===== src/rtl/svc_rv_stage_mem_hs_pkg.sv =====
// Shared encodings for the MEM stage: result-source selects, trap codes,
// access sizes and the misalignment rule.
package svc_rv_stage_mem_hs_pkg;

  localparam logic [2:0] RES_ALU = 3'd0;
  localparam logic [2:0] RES_MEM = 3'd1;
  localparam logic [2:0] RES_PC4 = 3'd2;
  localparam logic [2:0] RES_TGT = 3'd3;
  localparam logic [2:0] RES_M   = 3'd4;

  localparam logic [1:0] TRAP_NONE          = 2'b00;
  localparam logic [1:0] TRAP_LDST_MISALIGN = 2'b10;
  localparam logic [1:0] TRAP_LDST_FAULT    = 2'b11;

  localparam logic [1:0] SZ_B = 2'b00;
  localparam logic [1:0] SZ_H = 2'b01;
  localparam logic [1:0] SZ_W = 2'b10;
  localparam logic [1:0] SZ_D = 2'b11;

  // Doubleword alignment only matters on a 64-bit datapath.
  function automatic logic ldst_misalign(input logic [1:0] size, input logic [2:0] lo,
                                         input logic is64);
    case (size)
      SZ_H:    return lo[0];
      SZ_W:    return |lo[1:0];
      SZ_D:    return is64 & (|lo);
      default: return 1'b0;
    endcase
  endfunction

endpackage


===== src/rtl/svc_rv_stage_mem_hs_if.sv =====
// Data-memory request/response channel: valid/ready request, unconditional response.
interface svc_rv_stage_mem_hs_if #(parameter int XLEN = 32);
  logic                req_valid;
  logic                req_ready;
  logic                req_we;
  logic [XLEN-1:0]     req_addr;
  logic [XLEN-1:0]     req_wdata;
  logic [XLEN/8-1:0]   req_wstrb;
  logic                rsp_valid;
  logic [XLEN-1:0]     rsp_data;
  logic                rsp_err;

  modport master (output req_valid, req_we, req_addr, req_wdata, req_wstrb,
                  input  req_ready, rsp_valid, rsp_data, rsp_err);
  modport slave  (input  req_valid, req_we, req_addr, req_wdata, req_wstrb,
                  output req_ready, rsp_valid, rsp_data, rsp_err);
endinterface


===== src/rtl/svc_rv_stage_mem_hs_fmt.sv =====
// Byte-lane formatting: store data/strobe replication and load extraction with
// sign/zero extension (LB/LH/LW/LD/LBU/LHU/LWU).
module svc_rv_stage_mem_hs_fmt
  import svc_rv_stage_mem_hs_pkg::*;
#(
  parameter  int XLEN = 32,
  localparam int NB   = XLEN / 8,
  localparam int OW   = $clog2(NB)
) (
  input  logic [2:0]      funct3,
  input  logic [OW-1:0]   addr_off,
  input  logic [XLEN-1:0] st_data,
  input  logic [XLEN-1:0] rsp_data,
  output logic [XLEN-1:0] wdata,
  output logic [NB-1:0]   wstrb,
  output logic [XLEN-1:0] ld_data
);

  logic [NB-1:0]   base;
  logic [XLEN-1:0] sh;

  always_comb begin
    wdata = st_data;
    base  = '1;
    case (funct3[1:0])
      SZ_B:    begin wdata = {NB{st_data[7:0]}};         base = NB'(1);  end
      SZ_H:    begin wdata = {(NB/2){st_data[15:0]}};    base = NB'(3);  end
      SZ_W:    begin wdata = {(NB/4){st_data[31:0]}};    base = NB'(15); end
      default: begin wdata = st_data;                    base = '1;      end
    endcase
  end

  assign wstrb = base << addr_off;

  // Bring the addressed lane down to bit 0, then extend.
  assign sh = rsp_data >> {addr_off, 3'b000};

  always_comb begin
    ld_data = sh;
    case (funct3)
      3'b000:  ld_data = XLEN'($signed(sh[7:0]));
      3'b001:  ld_data = XLEN'($signed(sh[15:0]));
      3'b010:  ld_data = XLEN'($signed(sh[31:0]));
      3'b100:  ld_data = XLEN'(sh[7:0]);
      3'b101:  ld_data = XLEN'(sh[15:0]);
      3'b110:  ld_data = XLEN'(sh[31:0]);
      default: ld_data = sh;
    endcase
  end

endmodule


===== src/rtl/svc_rv_stage_mem_hs.sv =====
// RISC-V MEM stage for variable-latency data memory: issues one access at a
// time, stalls upstream while it is outstanding, and owns the MEM/WB register.
module svc_rv_stage_mem_hs
  import svc_rv_stage_mem_hs_pkg::*;
#(
  parameter int XLEN = 32
) (
  input  logic                  clk,
  input  logic                  rst,
  input  logic                  valid_mem,
  input  logic                  reg_write_mem,
  input  logic                  mem_read_mem,
  input  logic                  mem_write_mem,
  input  logic [2:0]            funct3_mem,
  input  logic [4:0]            rd_mem,
  input  logic [2:0]            res_src_mem,
  input  logic [XLEN-1:0]       alu_result_mem,
  input  logic [XLEN-1:0]       rs2_data_mem,
  input  logic [XLEN-1:0]       pc_plus4_mem,
  input  logic [XLEN-1:0]       jb_target_mem,
  input  logic [XLEN-1:0]       m_result_mem,
  input  logic                  trap_mem,
  input  logic [1:0]            trap_code_mem,
  input  logic                  wb_stall,
  output logic                  mem_busy,
  output logic [XLEN-1:0]       result_mem,
  svc_rv_stage_mem_hs_if.master dmem,
  output logic                  valid_wb,
  output logic                  reg_write_wb,
  output logic                  trap_wb,
  output logic [4:0]            rd_wb,
  output logic [2:0]            res_src_wb,
  output logic [1:0]            trap_code_wb,
  output logic [XLEN-1:0]       result_wb
);

  localparam int NB = XLEN / 8;
  localparam int OW = $clog2(NB);

  typedef enum logic [1:0] {S_IDLE, S_REQ, S_RSP, S_HOLD} state_t;

  state_t          state, state_n;
  logic            is_ldst, misalign, misalign_trap, access, is_ld, req_valid;
  logic            buf_err, err_sel, fault, wb_trap;
  logic [1:0]      wb_code;
  logic [XLEN-1:0] fmt_ld, buf_data, ld_sel;

  assign is_ldst       = valid_mem & (mem_read_mem | mem_write_mem);
  assign misalign      = ldst_misalign(funct3_mem[1:0], alu_result_mem[2:0], XLEN == 64);
  assign misalign_trap = is_ldst & ~trap_mem & misalign;
  assign access        = is_ldst & ~trap_mem & ~misalign;
  assign is_ld         = mem_read_mem;

  // Request fields come straight from EX/MEM, which mem_busy freezes.
  assign dmem.req_valid = req_valid;
  assign dmem.req_we    = ~is_ld;
  assign dmem.req_addr  = {alu_result_mem[XLEN-1:OW], {OW{1'b0}}};

  svc_rv_stage_mem_hs_fmt #(.XLEN(XLEN)) u_fmt (
    .funct3   (funct3_mem),
    .addr_off (alu_result_mem[OW-1:0]),
    .st_data  (rs2_data_mem),
    .rsp_data (dmem.rsp_data),
    .wdata    (dmem.req_wdata),
    .wstrb    (dmem.req_wstrb),
    .ld_data  (fmt_ld)
  );

  always_ff @(posedge clk) begin
    if (rst) state <= S_IDLE;
    else     state <= state_n;
  end

  always_comb begin
    state_n = state;
    case (state)
      S_IDLE:  if (req_valid) state_n = dmem.req_ready ? (is_ld ? S_RSP : S_IDLE) : S_REQ;
      S_REQ:   if (dmem.req_ready) state_n = is_ld ? S_RSP : (wb_stall ? S_HOLD : S_IDLE);
      S_RSP:   if (dmem.rsp_valid) state_n = wb_stall ? S_HOLD : S_IDLE;
      S_HOLD:  if (!wb_stall) state_n = S_IDLE;
      default: state_n = S_IDLE;
    endcase
  end

  // Once raised in REQ, req_valid stays up until ready regardless of wb_stall.
  always_comb begin
    req_valid = 1'b0;
    mem_busy  = 1'b0;
    case (state)
      S_IDLE: begin
        req_valid = access & ~wb_stall;
        mem_busy  = access & ~(req_valid & dmem.req_ready & ~is_ld);
      end
      S_REQ: begin
        req_valid = 1'b1;
        mem_busy  = ~(dmem.req_ready & ~is_ld & ~wb_stall);
      end
      S_RSP:   mem_busy = ~(dmem.rsp_valid & ~wb_stall);
      S_HOLD:  mem_busy = wb_stall;
      default: mem_busy = 1'b0;
    endcase
  end

  always_ff @(posedge clk) begin
    if (rst) begin
      buf_data <= '0;
      buf_err  <= 1'b0;
    end else if (state == S_RSP && dmem.rsp_valid) begin
      buf_data <= fmt_ld;
      buf_err  <= dmem.rsp_err;
    end
  end

  assign ld_sel  = (state == S_HOLD) ? buf_data : fmt_ld;
  assign err_sel = (state == S_HOLD) ? buf_err : ((state == S_RSP) & dmem.rsp_err);
  assign fault   = access & is_ld & err_sel;
  assign wb_trap = (valid_mem & trap_mem) | misalign_trap | fault;

  always_comb begin
    if (valid_mem & trap_mem) wb_code = trap_code_mem;
    else if (misalign_trap)   wb_code = TRAP_LDST_MISALIGN;
    else if (fault)           wb_code = TRAP_LDST_FAULT;
    else                      wb_code = TRAP_NONE;
  end

  always_comb begin
    case (res_src_mem)
      RES_M:   result_mem = m_result_mem;
      RES_PC4: result_mem = pc_plus4_mem;
      RES_TGT: result_mem = jb_target_mem;
      default: result_mem = alu_result_mem;
    endcase
  end

  // MEM/WB: hold on wb_stall, bubble while busy, otherwise take the instruction.
  always_ff @(posedge clk) begin
    if (rst) begin
      valid_wb     <= 1'b0;
      reg_write_wb <= 1'b0;
      trap_wb      <= 1'b0;
      rd_wb        <= '0;
      res_src_wb   <= '0;
      trap_code_wb <= TRAP_NONE;
      result_wb    <= '0;
    end else if (!wb_stall) begin
      if (mem_busy) begin
        valid_wb     <= 1'b0;
        reg_write_wb <= 1'b0;
        trap_wb      <= 1'b0;
      end else begin
        valid_wb     <= valid_mem;
        reg_write_wb <= valid_mem & reg_write_mem & ~wb_trap;
        trap_wb      <= wb_trap;
        rd_wb        <= rd_mem;
        res_src_wb   <= res_src_mem;
        trap_code_wb <= wb_code;
        result_wb    <= (res_src_mem == RES_MEM) ? ld_sel : result_mem;
      end
    end
  end

  always_ff @(posedge clk) begin
    if (!rst && is_ldst && XLEN == 32) assert (funct3_mem[1:0] != SZ_D);
  end

endmodule


===== src/flat_wrapper.sv =====
// flat-port wrapper written by rule: the top's interface ports become plain ports
module svc_rv_stage_mem_hs_flat import svc_rv_stage_mem_hs_pkg::*;
#(
  parameter int XLEN = 32
)
  (clk, rst, valid_mem, reg_write_mem, mem_read_mem, mem_write_mem, funct3_mem, rd_mem, res_src_mem, alu_result_mem, rs2_data_mem, pc_plus4_mem, jb_target_mem, m_result_mem, trap_mem, trap_code_mem, wb_stall, mem_busy, result_mem, valid_wb, reg_write_wb, trap_wb, rd_wb, res_src_wb, trap_code_wb, result_wb, dmem_req_valid, dmem_req_we, dmem_req_addr, dmem_req_wdata, dmem_req_wstrb, dmem_req_ready, dmem_rsp_valid, dmem_rsp_data, dmem_rsp_err);
  svc_rv_stage_mem_hs_if #(.XLEN(XLEN)) dmem_i ();
  input  logic clk;
  input  logic rst;
  input  logic valid_mem;
  input  logic reg_write_mem;
  input  logic mem_read_mem;
  input  logic mem_write_mem;
  input  logic [2:0] funct3_mem;
  input  logic [4:0] rd_mem;
  input  logic [2:0] res_src_mem;
  input  logic [XLEN-1:0] alu_result_mem;
  input  logic [XLEN-1:0] rs2_data_mem;
  input  logic [XLEN-1:0] pc_plus4_mem;
  input  logic [XLEN-1:0] jb_target_mem;
  input  logic [XLEN-1:0] m_result_mem;
  input  logic trap_mem;
  input  logic [1:0] trap_code_mem;
  input  logic wb_stall;
  output logic mem_busy;
  output logic [XLEN-1:0] result_mem;
  output logic valid_wb;
  output logic reg_write_wb;
  output logic trap_wb;
  output logic [4:0] rd_wb;
  output logic [2:0] res_src_wb;
  output logic [1:0] trap_code_wb;
  output logic [XLEN-1:0] result_wb;
  output wire logic [$bits(dmem_i.req_valid)-1:0] dmem_req_valid;
  output wire logic [$bits(dmem_i.req_we)-1:0] dmem_req_we;
  output wire logic [$bits(dmem_i.req_addr)-1:0] dmem_req_addr;
  output wire logic [$bits(dmem_i.req_wdata)-1:0] dmem_req_wdata;
  output wire logic [$bits(dmem_i.req_wstrb)-1:0] dmem_req_wstrb;
  input wire logic [$bits(dmem_i.req_ready)-1:0] dmem_req_ready;
  input wire logic [$bits(dmem_i.rsp_valid)-1:0] dmem_rsp_valid;
  input wire logic [$bits(dmem_i.rsp_data)-1:0] dmem_rsp_data;
  input wire logic [$bits(dmem_i.rsp_err)-1:0] dmem_rsp_err;
  assign dmem_req_valid = dmem_i.req_valid;
  assign dmem_req_we = dmem_i.req_we;
  assign dmem_req_addr = dmem_i.req_addr;
  assign dmem_req_wdata = dmem_i.req_wdata;
  assign dmem_req_wstrb = dmem_i.req_wstrb;
  assign dmem_i.req_ready = dmem_req_ready;
  assign dmem_i.rsp_valid = dmem_rsp_valid;
  assign dmem_i.rsp_data = dmem_rsp_data;
  assign dmem_i.rsp_err = dmem_rsp_err;
  svc_rv_stage_mem_hs #(.XLEN(XLEN)) u_core (.clk(clk), .rst(rst), .valid_mem(valid_mem), .reg_write_mem(reg_write_mem), .mem_read_mem(mem_read_mem), .mem_write_mem(mem_write_mem), .funct3_mem(funct3_mem), .rd_mem(rd_mem), .res_src_mem(res_src_mem), .alu_result_mem(alu_result_mem), .rs2_data_mem(rs2_data_mem), .pc_plus4_mem(pc_plus4_mem), .jb_target_mem(jb_target_mem), .m_result_mem(m_result_mem), .trap_mem(trap_mem), .trap_code_mem(trap_code_mem), .wb_stall(wb_stall), .mem_busy(mem_busy), .result_mem(result_mem), .dmem(dmem_i), .valid_wb(valid_wb), .reg_write_wb(reg_write_wb), .trap_wb(trap_wb), .rd_wb(rd_wb), .res_src_wb(res_src_wb), .trap_code_wb(trap_code_wb), .result_wb(result_wb));
endmodule

===== config.mk =====
export PLATFORM = sky130hd
export DESIGN_NAME = svc_rv_stage_mem_hs_flat
export DESIGN_NICKNAME = d
export VERILOG_FILES = /design/src/rtl/svc_rv_stage_mem_hs_pkg.sv /design/src/rtl/svc_rv_stage_mem_hs_if.sv /design/src/rtl/svc_rv_stage_mem_hs_fmt.sv /design/src/rtl/svc_rv_stage_mem_hs.sv /design/src/flat_wrapper.sv
export SDC_FILE = /design/constraint.sdc
export NUM_CORES = 1
export LEC_CHECK = 0
export CELL_PAD_IN_SITES_DETAIL_PLACEMENT = 0
export CELL_PAD_IN_SITES_GLOBAL_PLACEMENT = 1
export CORE_UTILIZATION = 28
export DETAILED_ROUTE_END_ITERATION = 8
export PLACE_DENSITY_LB_ADDON = 0.1
export SYNTH_ARGS = -nofsm -noshare
export SYNTH_HDL_FRONTEND = slang
export SYNTH_SLANG_ARGS = --single-unit

===== constraint.sdc =====
create_clock -name clk -period 4.2 [get_ports clk]
set_clock_uncertainty 0.2 [all_clocks]
set_input_delay 0.63 -clock clk [delete_from_list [all_inputs] [get_ports clk]]
set_output_delay 0.63 -clock clk [all_outputs]
set_load 0.02 [all_outputs]

==> results of run 1 <==
## logic make-up (layout without fill, tap and decap cells)
group / Yosys count / in the layout / share of synthesized area (%)
other cells: 1 / 3 / 0.0619
fa+ha+maj: 3 / 3 / 0.620
xor+xnor: 1 / 1 / 0.145
compound gates: 224 / 224 / 27.2
mux: 26 / 26 / 6.12
flops: 80 / 80 / 26.5
buf+inv: 119 / 410 / 10.9
simple gates: 370 / 370 / 28.5
## critical path: stages
cell,delay [ps]
clkdlybuf4s50_1,740
nand2b_2,370
o21ai_4,250
buf_4,230
nor2_1,60
nor3_1,180
clkdlybuf4s50_1,630
## stage by stage
stage / hold WS, ps / total power (W) / area [µm²] / instances
finish: 253 / 0.00338 / 9920 / 1392
global route: 273 / 0.00359 / 9920 / 1392
CTS: 257 / 0.00342 / 9910 / 1391
detailed placement: 247 / 0.00263 / 9630 / 1375
global placement: 240 / 0.00263 / 9630 / 1375
floorplan: 236 / 0.00190 / 6060 / 825
## placed cells by master, fill, tap and decap left out, types with 17 or more instances in the layout
master,synthesis,final
nor2_1,124,124
clkdlybuf4s50_1,0,359
a21oi_1,48,48
o22a_1,23,23
nand2_1,129,129
mux2_2,18,18
a311oi_1,24,24
a211oi_1,27,27
dfxtp_1,80,80
buf_4,43,25
a22oi_1,17,17
o21ai_0,19,19
nor3_1,35,35
## worst min-delay path by stage
stage	from	to	slack, ps	depth (start not counted)
after floorplan	u_core.buf_err	u_core.buf_err	240	2
after global placement	u_core.result_wb[1]	u_core.result_wb[1]	240	2
after detailed placement	u_core.buf_data[7]	u_core.buf_data[7]	250	2
after CTS	u_core.buf_data[7]	u_core.buf_data[7]	260	2
after global routing	u_core.buf_data[3]	u_core.buf_data[3]	270	2
final	u_core.rd_wb[0]	u_core.rd_wb[0]	250	2
## final cells by class
| class | instances | area [µm²] | share of cell area, % |
|---|---|---|---|
| timing repair buffer | 388 | 3850 | 38.8 |
| multi-input combinational | 626 | 3820 | 38.5 |
| sequential | 80 | 1600 | 16.1 |
| tap | 275 | 344 | 3.47 |
| clock buffer | 9 | 225 | 2.27 |
| clock inverter | 7 | 57.6 | 0.580 |
| inverter | 6 | 22.5 | 0.227 |
| antenna | 1 | 2.50 | 0.0252 |
## flip-flops by register name (all words and copies together) (netlist names), 2 cells and up
| register | cells |
|---|---|
| u_core.buf_data | 32 |
| u_core.rd_wb | 5 |
| u_core.res_src_wb | 3 |
| u_core.result_wb | 32 |
| u_core.state | 2 |
| u_core.trap_code_wb | 2 |
## power by group through the flow
stage | Clock, W | Combinational [W] | Sequential, W
CTS | 0.000799 | 0.00161 | 0.00101
global route | 0.000829 | 0.00173 | 0.00103
finish | 0.000773 | 0.00160 | 0.00101
detailed placement | 0 | 0.00160 | 0.00103
floorplan | 0 | 0.000801 | 0.00110
global placement | 0 | 0.00161 | 0.00102
## per-layer routing
| metal | vias up | global-route usage, % | share of wire, % |
|---|---|---|---|
| li1 | 3542 | - | - |
| met1 | 3239 | 29.1 | 44 |
| met2 | 254 | 38.7 | 48 |
| met3 | 21 | 4.28 | 5.8 |
| met4 | 0 | 6.22 | 1.9 |
| met5 | - | 0 | 0 |
==> summary.txt, run 1 <==
GRT
  – Antenna violations before repair: 2
  – Largest net degree at the start of global routing: 84
  – Vias in the first global route: 6864
  – Global-route wire length before repair: 39.0 mm
  – GRT Overall Usage: 22.7%
  – Grt ovf: 0

Routing
  – Vias per cell: 5.07
  – Vias: 7056
  – Antenna-violating nets left: 0
  – First DRT Iteration DRCs: 330
  – WL/cell: 18.4 µm
  – First drt pass iteration count: 5
  – DRC: 0
  – Drt total wl: 25.7 mm

Critical path
  – Worst R2R End: u_core.trap_wb
  – CP required: 3370 ps
  – Crit path from: res_src_mem[1]
  – Worst setup path endpoint: result_mem[25]
  – Crit Path Class: in -> out
  – CP endpoint kind: output pin
  – FF-to-FF setup slack: 1440 ps
  – Worst R2R Path Depth: 6
  – Crit Path Max Fanout: 17
  – Reg-to-reg critical path startpoint: u_core.state[1]
  – Startpoint Class: primary input
  – WP data arrival: 3110 ps

Timing
  – Slew margin rel.: 37.6%
  – Hold Vio Cnt, Final: 0
  – RSZ-0062 raised after global routing: false
  – Slew @ Worst Pin: 935 ps
  – Final Max Tran Viols: 0
  – Fin crit period: 3940 ps
  – Setup WS post-layout: 264 ps
  – Setup_tns: 0 ps
  – Achievable Freq: 254 MHz
  – Tcrit/Tclk final: 93.7%
  – Endpoints failing setup: 0

Final layout
  – Share of post-route cells with drive strength above 1: 9.05%
  – Filler cells: 2167
  – Area grow syn2layout: 63.8%
  – Nets: 1330
  – Final core occ: 47.0%

Die
  – Placement Rows: 53
  – Starting Density: 28.7%
  – Die Ht: 149 µm
  – Die footprint: 22200 µm²
  – I/O pins: 364
  – Die X: 149 µm
  – CORE AREA: 21100 µm²

Clocking
  – CTS Root Buffer Type: clkbuf_16
  – Clock Latency Late Sink: 350 ps
  – Cts hold-fix bufs: 0
  – Post-CTS resize count: 0
  – CTS clk-pin slew, worst paths: 70 ps
  – H-Tree Depth: 3
  – Post-CTS Repair Setup Buffers: 0
  – CTS buffer count: 9
  – CTS tree: yes
  – Clk sinks: 80
  – Max clock buf depth: 2

Place
  – GPL Wtd Cong: 0.830
  – Setup WS pre-CTS: 228 ps
  – Dpl hpwl: 19.7 mm
  – Port bufs: 361

Logic synthesis
  – Sequential share of the synthesized area: 26.5%
  – Netlist cell types: 57
  – Commonest cells in the netlist: 129 x nand2_1, 124 x nor2_1, 80 x dfxtp_1, 48 x a21oi_1, 43 x buf_4
  – Post-synthesis average cell area: 7.35 µm²
  – EDFF count, synth: 0
  – Mapped Cells: 824
  – Yosys top cell by area: dfxtp_1
  – Mapped cell area: 6050 µm²
  – Top cells by area, synth: dfxtp_1 26%, nand2_1 8.0%, nor2_1 7.7%
  – Synth Flop Type: dfxtp_1
  – FFs w/ async S/R, synth: 0%
  – Most numerous cell in the Yosys netlist: nand2_1
  – Synth top area share: 26.5%
  – #FFs+latches synth: 80
  – Synthesis Warnings: 0

Power and ir drop
  – Peak supply drop: 171 µV
  – Seq pwr share: 29.9%
  – Pwr per Cell Area: 341 nW/µm²
  – Internal power: 0.00209 W
  – Clock power share: 22.9%
  – NetSw: 0.00129 W
  – Fraction of power spent switching nets: 38.1%
  – P_leak: 3.59 nW
  – Comb power frac: 47.3%

Status
  – Outcome: completed

Hold path
  – Hold Path Class: reg -> reg

Flow run
  – Max-cap violations: 0
No activity file was read; power rests on OpenSTA's default activity.
==> run 2: changes to the inputs <==
CORE_UTILIZATION = 26   (was 28)
HOLD_SLACK_MARGIN = 0.03   (was unset)
clock period = 4.06 ns   (was 4.2 ns; I/O delays follow)
==> summary.txt, run 2 (synthesized netlist as in run 1, its figures left out) <==
Routing
  – WL/cell: 18.8 µm (was 18.4 µm)
  – DRC: 0 (unchanged)
  – Drt total wl: 26.3 mm (was 25.7 mm)
  – Antenna-violating nets left: 0 (unchanged)
  – First DRT Iteration DRCs: 418 (was 330)
  – Vias: 7099 (was 7056)
  – Vias per cell: 5.07 (about the same)
  – First drt pass iteration count: 5 (unchanged)

Clocking
  – Post-CTS Repair Setup Buffers: 0 (unchanged)
  – CTS Root Buffer Type: clkbuf_16 (unchanged)
  – Cts hold-fix bufs: 0 (unchanged)
  – Clk sinks: 80 (unchanged)
  – Clock Latency Late Sink: 340 ps (was 350 ps)
  – H-Tree Depth: 3 (unchanged)
  – CTS tree: yes (unchanged)
  – CTS clk-pin slew, worst paths: 60 ps (was 70 ps)
  – Max clock buf depth: 2 (unchanged)
  – Post-CTS resize count: 0 (unchanged)
  – CTS buffer count: 9 (unchanged)

Critical path
  – CP required: 3250 ps (was 3370 ps)
  – FF-to-FF setup slack: 1370 ps (was 1440 ps)
  – CP endpoint kind: output pin (unchanged)
  – Startpoint Class: primary input (unchanged)
  – WP data arrival: 2960 ps (was 3110 ps)
  – Crit Path Max Fanout: 29 (was 17)
  – Crit Path Class: in -> out (unchanged)
  – Worst R2R Path Depth: 6 (unchanged)
  – Worst R2R End: u_core.trap_wb (unchanged)
  – Reg-to-reg critical path startpoint: u_core.state[1] (unchanged)

Timing
  – Slew margin rel.: 35.6% (was 37.6%)
  – Setup WS post-layout: 295 ps (was 264 ps)
  – Endpoints failing setup: 0 (unchanged)
  – Slew @ Worst Pin: 966 ps (was 935 ps)
  – Tcrit/Tclk final: 92.7%
  – Achievable Freq: 266 MHz
  – Hold_ws: 249 ps (was 253 ps)
  – RSZ-0062 raised after global routing: false (unchanged)
  – Hold Vio Cnt, Final: 0 (unchanged)
  – Final Max Tran Viols: 0 (unchanged)
  – Fin crit period: 3770 ps
  – Setup_tns: 0 ps (unchanged)

Die
  – Die footprint: 23900 µm² (was 22200 µm²)
  – Placement Rows: 55 (was 53)
  – Starting Density: 26.7% (was 28.7%)
  – Die X: 155 µm (was 149 µm)
  – Die Ht: 155 µm (was 149 µm)
  – CORE AREA: 22700 µm² (was 21100 µm²)
  – I/O pins: 364 (unchanged)

Final layout
  – Largest regs: u_core.buf_data x32, u_core.result_wb x32, u_core.rd_wb x5 (unchanged)
  – Antenna diodes: 0 (was 1)
  – Commonest non-fill, non-tap cell in the layout: clkdlybuf4s50_1 (unchanged)
  – Final core occ: 44.0% (was 47.0%)
  – Area grow syn2layout: 65.0% (was 63.8%)
  – Most frequent cells in the layout: 359 x clkdlybuf4s50_1, 129 x nand2_1, 124 x nor2_1, 80 x dfxtp_1, 48 x a21oi_1 (unchanged)
  – Nets: 1332 (was 1330)
  – Share of post-route cells with drive strength above 1: 9.05% (unchanged)

Hold path
  – Hold Path Class: reg -> reg (unchanged)
  – Worst hold path cell count: 2 (unchanged)
  – Hold EP: u_core.result_wb[0] (was u_core.rd_wb[0])
  – Hold path start: u_core.result_wb[0] (was u_core.rd_wb[0])

Place
  – Port bufs: 361 (unchanged)
  – Setup WS pre-CTS: 292 ps (was 228 ps)
  – Dpl hpwl: 20.2 mm (was 19.7 mm)
  – GPL Wtd Cong: 0.865 (was 0.830)

GRT
  – Largest net degree at the start of global routing: 84 (unchanged)
  – Vias in the first global route: 6957 (was 6864)
  – Global-route wire length before repair: 40.2 mm (was 39.0 mm)
  – Grt ovf: 0 (unchanged)
  – GRT Overall Usage: 21.5% (was 22.7%)
  – Antenna violations before repair: 1 (was 2)

Status
  – Outcome: completed (unchanged)

Flow run
  – Max-cap violations: 0 (unchanged)

Power and ir drop
  – Pwr per Cell Area: 366 nW/µm² (was 341 nW/µm²)
  – Peak supply drop: 167 µV (was 171 µV)
  – P_leak: 3.62 nW (was 3.59 nW)
run 2: cell count changes in the layout (fill, tap and decap cells not counted):
cell | before | now
buf_4 | 25 | 28
clkbuf_8 | 0 | 2
bufinv_16 | 0 | 3
buf_12 | 3 | 2
diode_2 | 1 | 0
inv_6 | 5 | 0
clkinv_4 | 1 | 0
clkinv_2 | 1 | 0
run 2: critical path: stages:
cell and delay (ps):
clkdlybuf4s50_1 640, buf_12 210, or2_1 120, buf_4 270, buf_4 190, nor2_1 50
nor3_1 210, clkdlybuf4s50_1 640
run 2: layer usage:
layer	up-vias	share of wire, %	GRT usage [%]
met3	18	6.3	4.48
met1	3299	44	27.1
met2	236	49	38.1
met5	-	0.049	0
li1	3544	-	-
met4	2	0.75	3.58
run 2: through the flow:
step | std cells | power, W | cell area (µm²)
finish | 1401 | 0.00366 | 9990
global route | 1401 | 0.00387 | 9990
CTS | 1401 | 0.00370 | 9990
detailed placement | 1387 | 0.00272 | 9650
global placement | 1387 | 0.00272 | 9650
floorplan | 825 | 0.00196 | 6060
run 2: power breakdown:
| part | internal, W | switching [W] |
|---|---|---|
| Combinational | 0.000788 | 0.000865 |
| Clock | 0.000628 | 0.000333 |
| Sequential | 0.000947 | 0.0000997 |
run 2: area by class of cell:
class	count	area, µm²
clock buffers	11	253
clock inverters	3	90.1
fillers	2348	12700
inverters	6	22.5
multi-input cells	626	3820
flip-flops and latches	80	1600
well taps	285	357
repair buffers	390	3850
run 2: worst max path at each step:
stage	startpoint	endpoint	slack, ps	depth (start not counted)
6_report	res_src_mem[2]	result_mem[26]	290	8
5_1_grt	res_src_mem[2]	result_mem[29]	160	8
4_1_cts	res_src_mem[2]	result_mem[25]	290	8
3_5_place_dp	res_src_mem[2]	result_mem[25]	290	8
3_3_place_gp	res_src_mem[2]	result_mem[26]	320	8
2_1_floorplan	funct3_mem[1]	dmem_req_wdata[18]	1190	6
==> run 3: changes to the inputs <==
ABC_AREA = 1   (was unset)
CORE_UTILIZATION = 25   (was 26)
TNS_END_PERCENT = 10   (was unset)
==> summary.txt, run 3 <==
Logic synthesis
  – Adder-Cell Fraction of Synth Area: 0.578% (was 0.620%)
  – Largest family of logic cells by synthesized area: simple AND/OR/NAND/NOR gates (unchanged)
  – Synth top area share: 24.7% (was 26.5%)
  – Mux share of post-synthesis cell area: 0% (was 6.12%)
  – Synthesis Warnings: 0 (unchanged)
  – Complex-gate fraction of the synthesized area: 17.1% (was 27.2%)
  – Synth Flop Type: dfxtp_1 (unchanged)
  – FFs w/ async S/R, synth: 0% (unchanged)
  – Mapped cell area: 6490 µm² (was 6050 µm²)
  – Post-synthesis xor/xnor area fraction: 0% (was 0.145%)
  – Mapped Cells: 1144 (was 824)
  – Yosys top cell by area: dfxtp_1 (unchanged)
  – Top cells by area, synth: dfxtp_1 25%, nand2_1 14%, nor2_1 11% (was dfxtp_1 26%, nand2_1 8.0%, nor2_1 7.7%)
  – Post-Synth Simple-Gate Area: 38.4% (was 28.5%)
  – Sequential share of the synthesized area: 24.7% (was 26.5%)
  – Netlist cell types: 34 (was 57)
  – EDFF count, synth: 0 (unchanged)
  – Commonest cells in the netlist: 245 x nand2_1, 192 x nor2_1, 146 x inv_1, 111 x nand3_1, 80 x dfxtp_1 (was 129 x nand2_1, 124 x nor2_1, 80 x dfxtp_1, 48 x a21oi_1, 43 x buf_4)
  – Most numerous cell in the Yosys netlist: nand2_1 (unchanged)
  – Post-synthesis average cell area: 5.67 µm² (was 7.35 µm²)
  – #FFs+latches synth: 80 (unchanged)

Critical path
  – Crit Path Class: in -> out (unchanged)
  – WP data arrival: 2830 ps (was 2960 ps)
  – CP required: 3250 ps (about the same)
  – Startpoint Class: primary input (unchanged)
  – CP endpoint kind: output pin (unchanged)
  – Crit path max-delay family: buffers and inverters (unchanged)
  – CP bufs+invs: 5 (unchanged)
  – Max stage delay on crit path: 640 ps (about the same)
  – Crit Path Max Fanout: 20 (was 29)
  – Critical path's slowest cell: clkdlybuf4s50_1 (unchanged)
  – Cell breakdown of the critical path: clkdlybuf4s50_1 > buf_4 > nand2_1 > nor2_2 > buf_4 > nand2_1 > nand3_1 > nor2_1 > inv_1 > clkdlybuf4s50_1 (was clkdlybuf4s50_1 > buf_12 > or2_1 > buf_4 > buf_4 > nor2_1 > nor3_1 > clkdlybuf4s50_1)

Timing
  – Fin crit period: 3640 ps (was 3770 ps)
  – Setup_tns: 0 ps (unchanged)
  – Tcrit/Tclk final: 89.6% (was 92.7%)
  – Hold Vio Cnt, Final: 0 (unchanged)
  – Final Max Tran Viols: 0 (unchanged)
  – Endpoints failing setup: 0 (unchanged)
  – RSZ-0062 raised after global routing: false (unchanged)
  – Slew @ Worst Pin: 736 ps (was 966 ps)
  – Achievable Freq: 275 MHz (was 266 MHz)
  – Slew margin rel.: 50.6% (was 35.6%)

Die
  – Die footprint: 26600 µm² (was 23900 µm²)
  – Die Ht: 163 µm (was 155 µm)
  – Die X: 163 µm (was 155 µm)
  – CORE AREA: 25300 µm² (was 22700 µm²)
  – I/O pins: 364 (unchanged)
  – Placement Rows: 58 (was 55)
  – Starting Density: 25.6% (was 26.7%)

Power and ir drop
  – Comb power frac: 48.5% (was 45.2%)
  – Pwr per Cell Area: 337 nW/µm² (was 366 nW/µm²)
  – Peak supply drop: 164 µV (was 167 µV)
  – Clock power share: 22.4% (was 26.2%)
  – P_leak: 4.83 nW (was 3.62 nW)
  – NetSw: 0.00137 W (was 0.00130 W)
  – Power Total: 0.00351 W (was 0.00366 W)
  – Internal power: 0.00213 W (was 0.00236 W)
  – Fraction of power spent switching nets: 39.2% (was 35.5%)
  – Seq pwr share: 29.1% (was 28.6%)

Final layout
  – Filler cells: 2808 (was 2348)
  – Nets: 1652 (was 1332)
  – Largest regs: u_core.buf_data x32, u_core.result_wb x32, u_core.rd_wb x5 (unchanged)
  – Share of post-route cells with drive strength above 1: 4.80% (was 9.05%)
  – Commonest non-fill, non-tap cell in the layout: clkdlybuf4s50_1 (unchanged)
  – Antenna diodes: 0 (unchanged)
  – Area grow syn2layout: 60.1% (was 65.0%)
  – Most frequent cells in the layout: 361 x clkdlybuf4s50_1, 245 x nand2_1, 192 x nor2_1, 146 x inv_1, 111 x nand3_1 (was 359 x clkdlybuf4s50_1, 129 x nand2_1, 124 x nor2_1, 80 x dfxtp_1, 48 x a21oi_1)

Clocking
  – CTS Root Buffer Type: clkbuf_16 (unchanged)
  – CTS buffer count: 9 (unchanged)
  – Post-CTS Repair Setup Buffers: 0 (unchanged)
  – Post-CTS resize count: 0 (unchanged)
  – H-Tree Depth: 3 (unchanged)
  – Clock Latency Late Sink: 340 ps (about the same)
  – Cts hold-fix bufs: 0 (unchanged)
  – Max clock buf depth: 2 (unchanged)
  – CTS clk-pin slew, worst paths: 60 ps (about the same)
  – CTS tree: yes (unchanged)
  – Clk sinks: 80 (unchanged)

Routing
  – DRC: 0 (unchanged)
  – Vias per cell: 4.53 (was 5.07)
  – WL/cell: 15.9 µm (was 18.8 µm)
  – First DRT Iteration DRCs: 583 (was 418)
  – First drt pass iteration count: 5 (unchanged)
  – Drt total wl: 28.1 mm (was 26.3 mm)
  – Vias: 8006 (was 7099)
  – Antenna-violating nets left: 0 (unchanged)

Place
  – Dpl hpwl: 22.3 mm (was 20.2 mm)
  – GPL Wtd Cong: 0.828 (was 0.865)
  – Port bufs: 361 (unchanged)

Flow run
  – Max-cap violations: 0 (unchanged)

Hold path
  – Hold Path Class: reg -> reg (unchanged)

GRT
  – GRT Overall Usage: 20.5% (was 21.5%)
  – Antenna violations before repair: 0 (was 1)
  – Global-route wire length before repair: 42.5 mm (was 40.2 mm)
  – Grt ovf: 0 (unchanged)
  – Largest net degree at the start of global routing: 52 (was 84)
  – Vias in the first global route: 7492 (was 6957)

Status
  – Outcome: completed (unchanged)
## run 3: worst paths after layout
| kind | startpoint | endpoint | slack (ps) | cells past startpoint |
|---|---|---|---|---|
| max reg2reg | u_core.state[0] | u_core.result_wb[16] | 1570 | 10 |
| max | res_src_mem[1] | result_mem[19] | 420 | 10 |
| min | u_core.res_src_wb[1] | u_core.res_src_wb[1] | 260 | 2 |
| min reg2reg | u_core.res_src_wb[1] | u_core.res_src_wb[1] | 260 | 2 |
## run 3: power by group through the flow
stage,registers (W),logic [W],clock network [W]
after floorplan,0.00114,0.000851,0
after global placement,0.00103,0.00172,0
after detailed placement,0.00104,0.00172,0
after CTS,0.00102,0.00172,0.000813
after global routing,0.00104,0.00187,0.000839
final,0.00102,0.00170,0.000785
## run 3: kinds of logic after synthesis
family,after synthesis
and+or+nand+nor,594
buffers and inverters,268
DFF,80
adders and majority gates,3
AOI/OAI and AO/OA,198
other,1
## run 3: through the flow
step | util, % | cell area, µm² | setup WS (ps) | instances | hold slack (ps)
global placement | 39.9 | 10100 | 406 | 1752 | 248
floorplan | - | 6490 | 1100 | 1145 | 236
finish | 41.0 | 10400 | 423 | 1768 | 265
CTS | 41.0 | 10400 | 396 | 1768 | 265
global route | 41.0 | 10400 | 256 | 1768 | 284
detailed placement | 39.9 | 10100 | 395 | 1752 | 254
## run 3: per-layer routing
metal / vias up / track usage [%] / wire (µm)
li1: 4162 / - / -
met1: 3546 / 26.8 / 12800
met2: 283 / 34.7 / 13100
met3: 15 / 3.17 / 1870
met4: 0 / 5.10 / 343
met5: - / 0 / 0
## run 3: cell type report
class / count / area [µm²] / area share [%]
Inverter: 159 / 598 / 5.76
Multi-Input combinational cell: 797 / 3650 / 35.1
Tap cell: 330 / 413 / 3.97
Timing Repair Buffer: 386 / 3840 / 37.0
Clock inverter: 6 / 50.0 / 0.482
Sequential cell: 80 / 1600 / 15.4
Clock buffer: 10 / 239 / 2.30
## run 3: worst register-to-register path: cells and delay by family, from the launching register on
kind                   cells  cell delay, ps
buffers and inverters      3            1060
DFF                        1             420
AOI/OAI and AO/OA          1             150
and+or+nand+nor            6             600
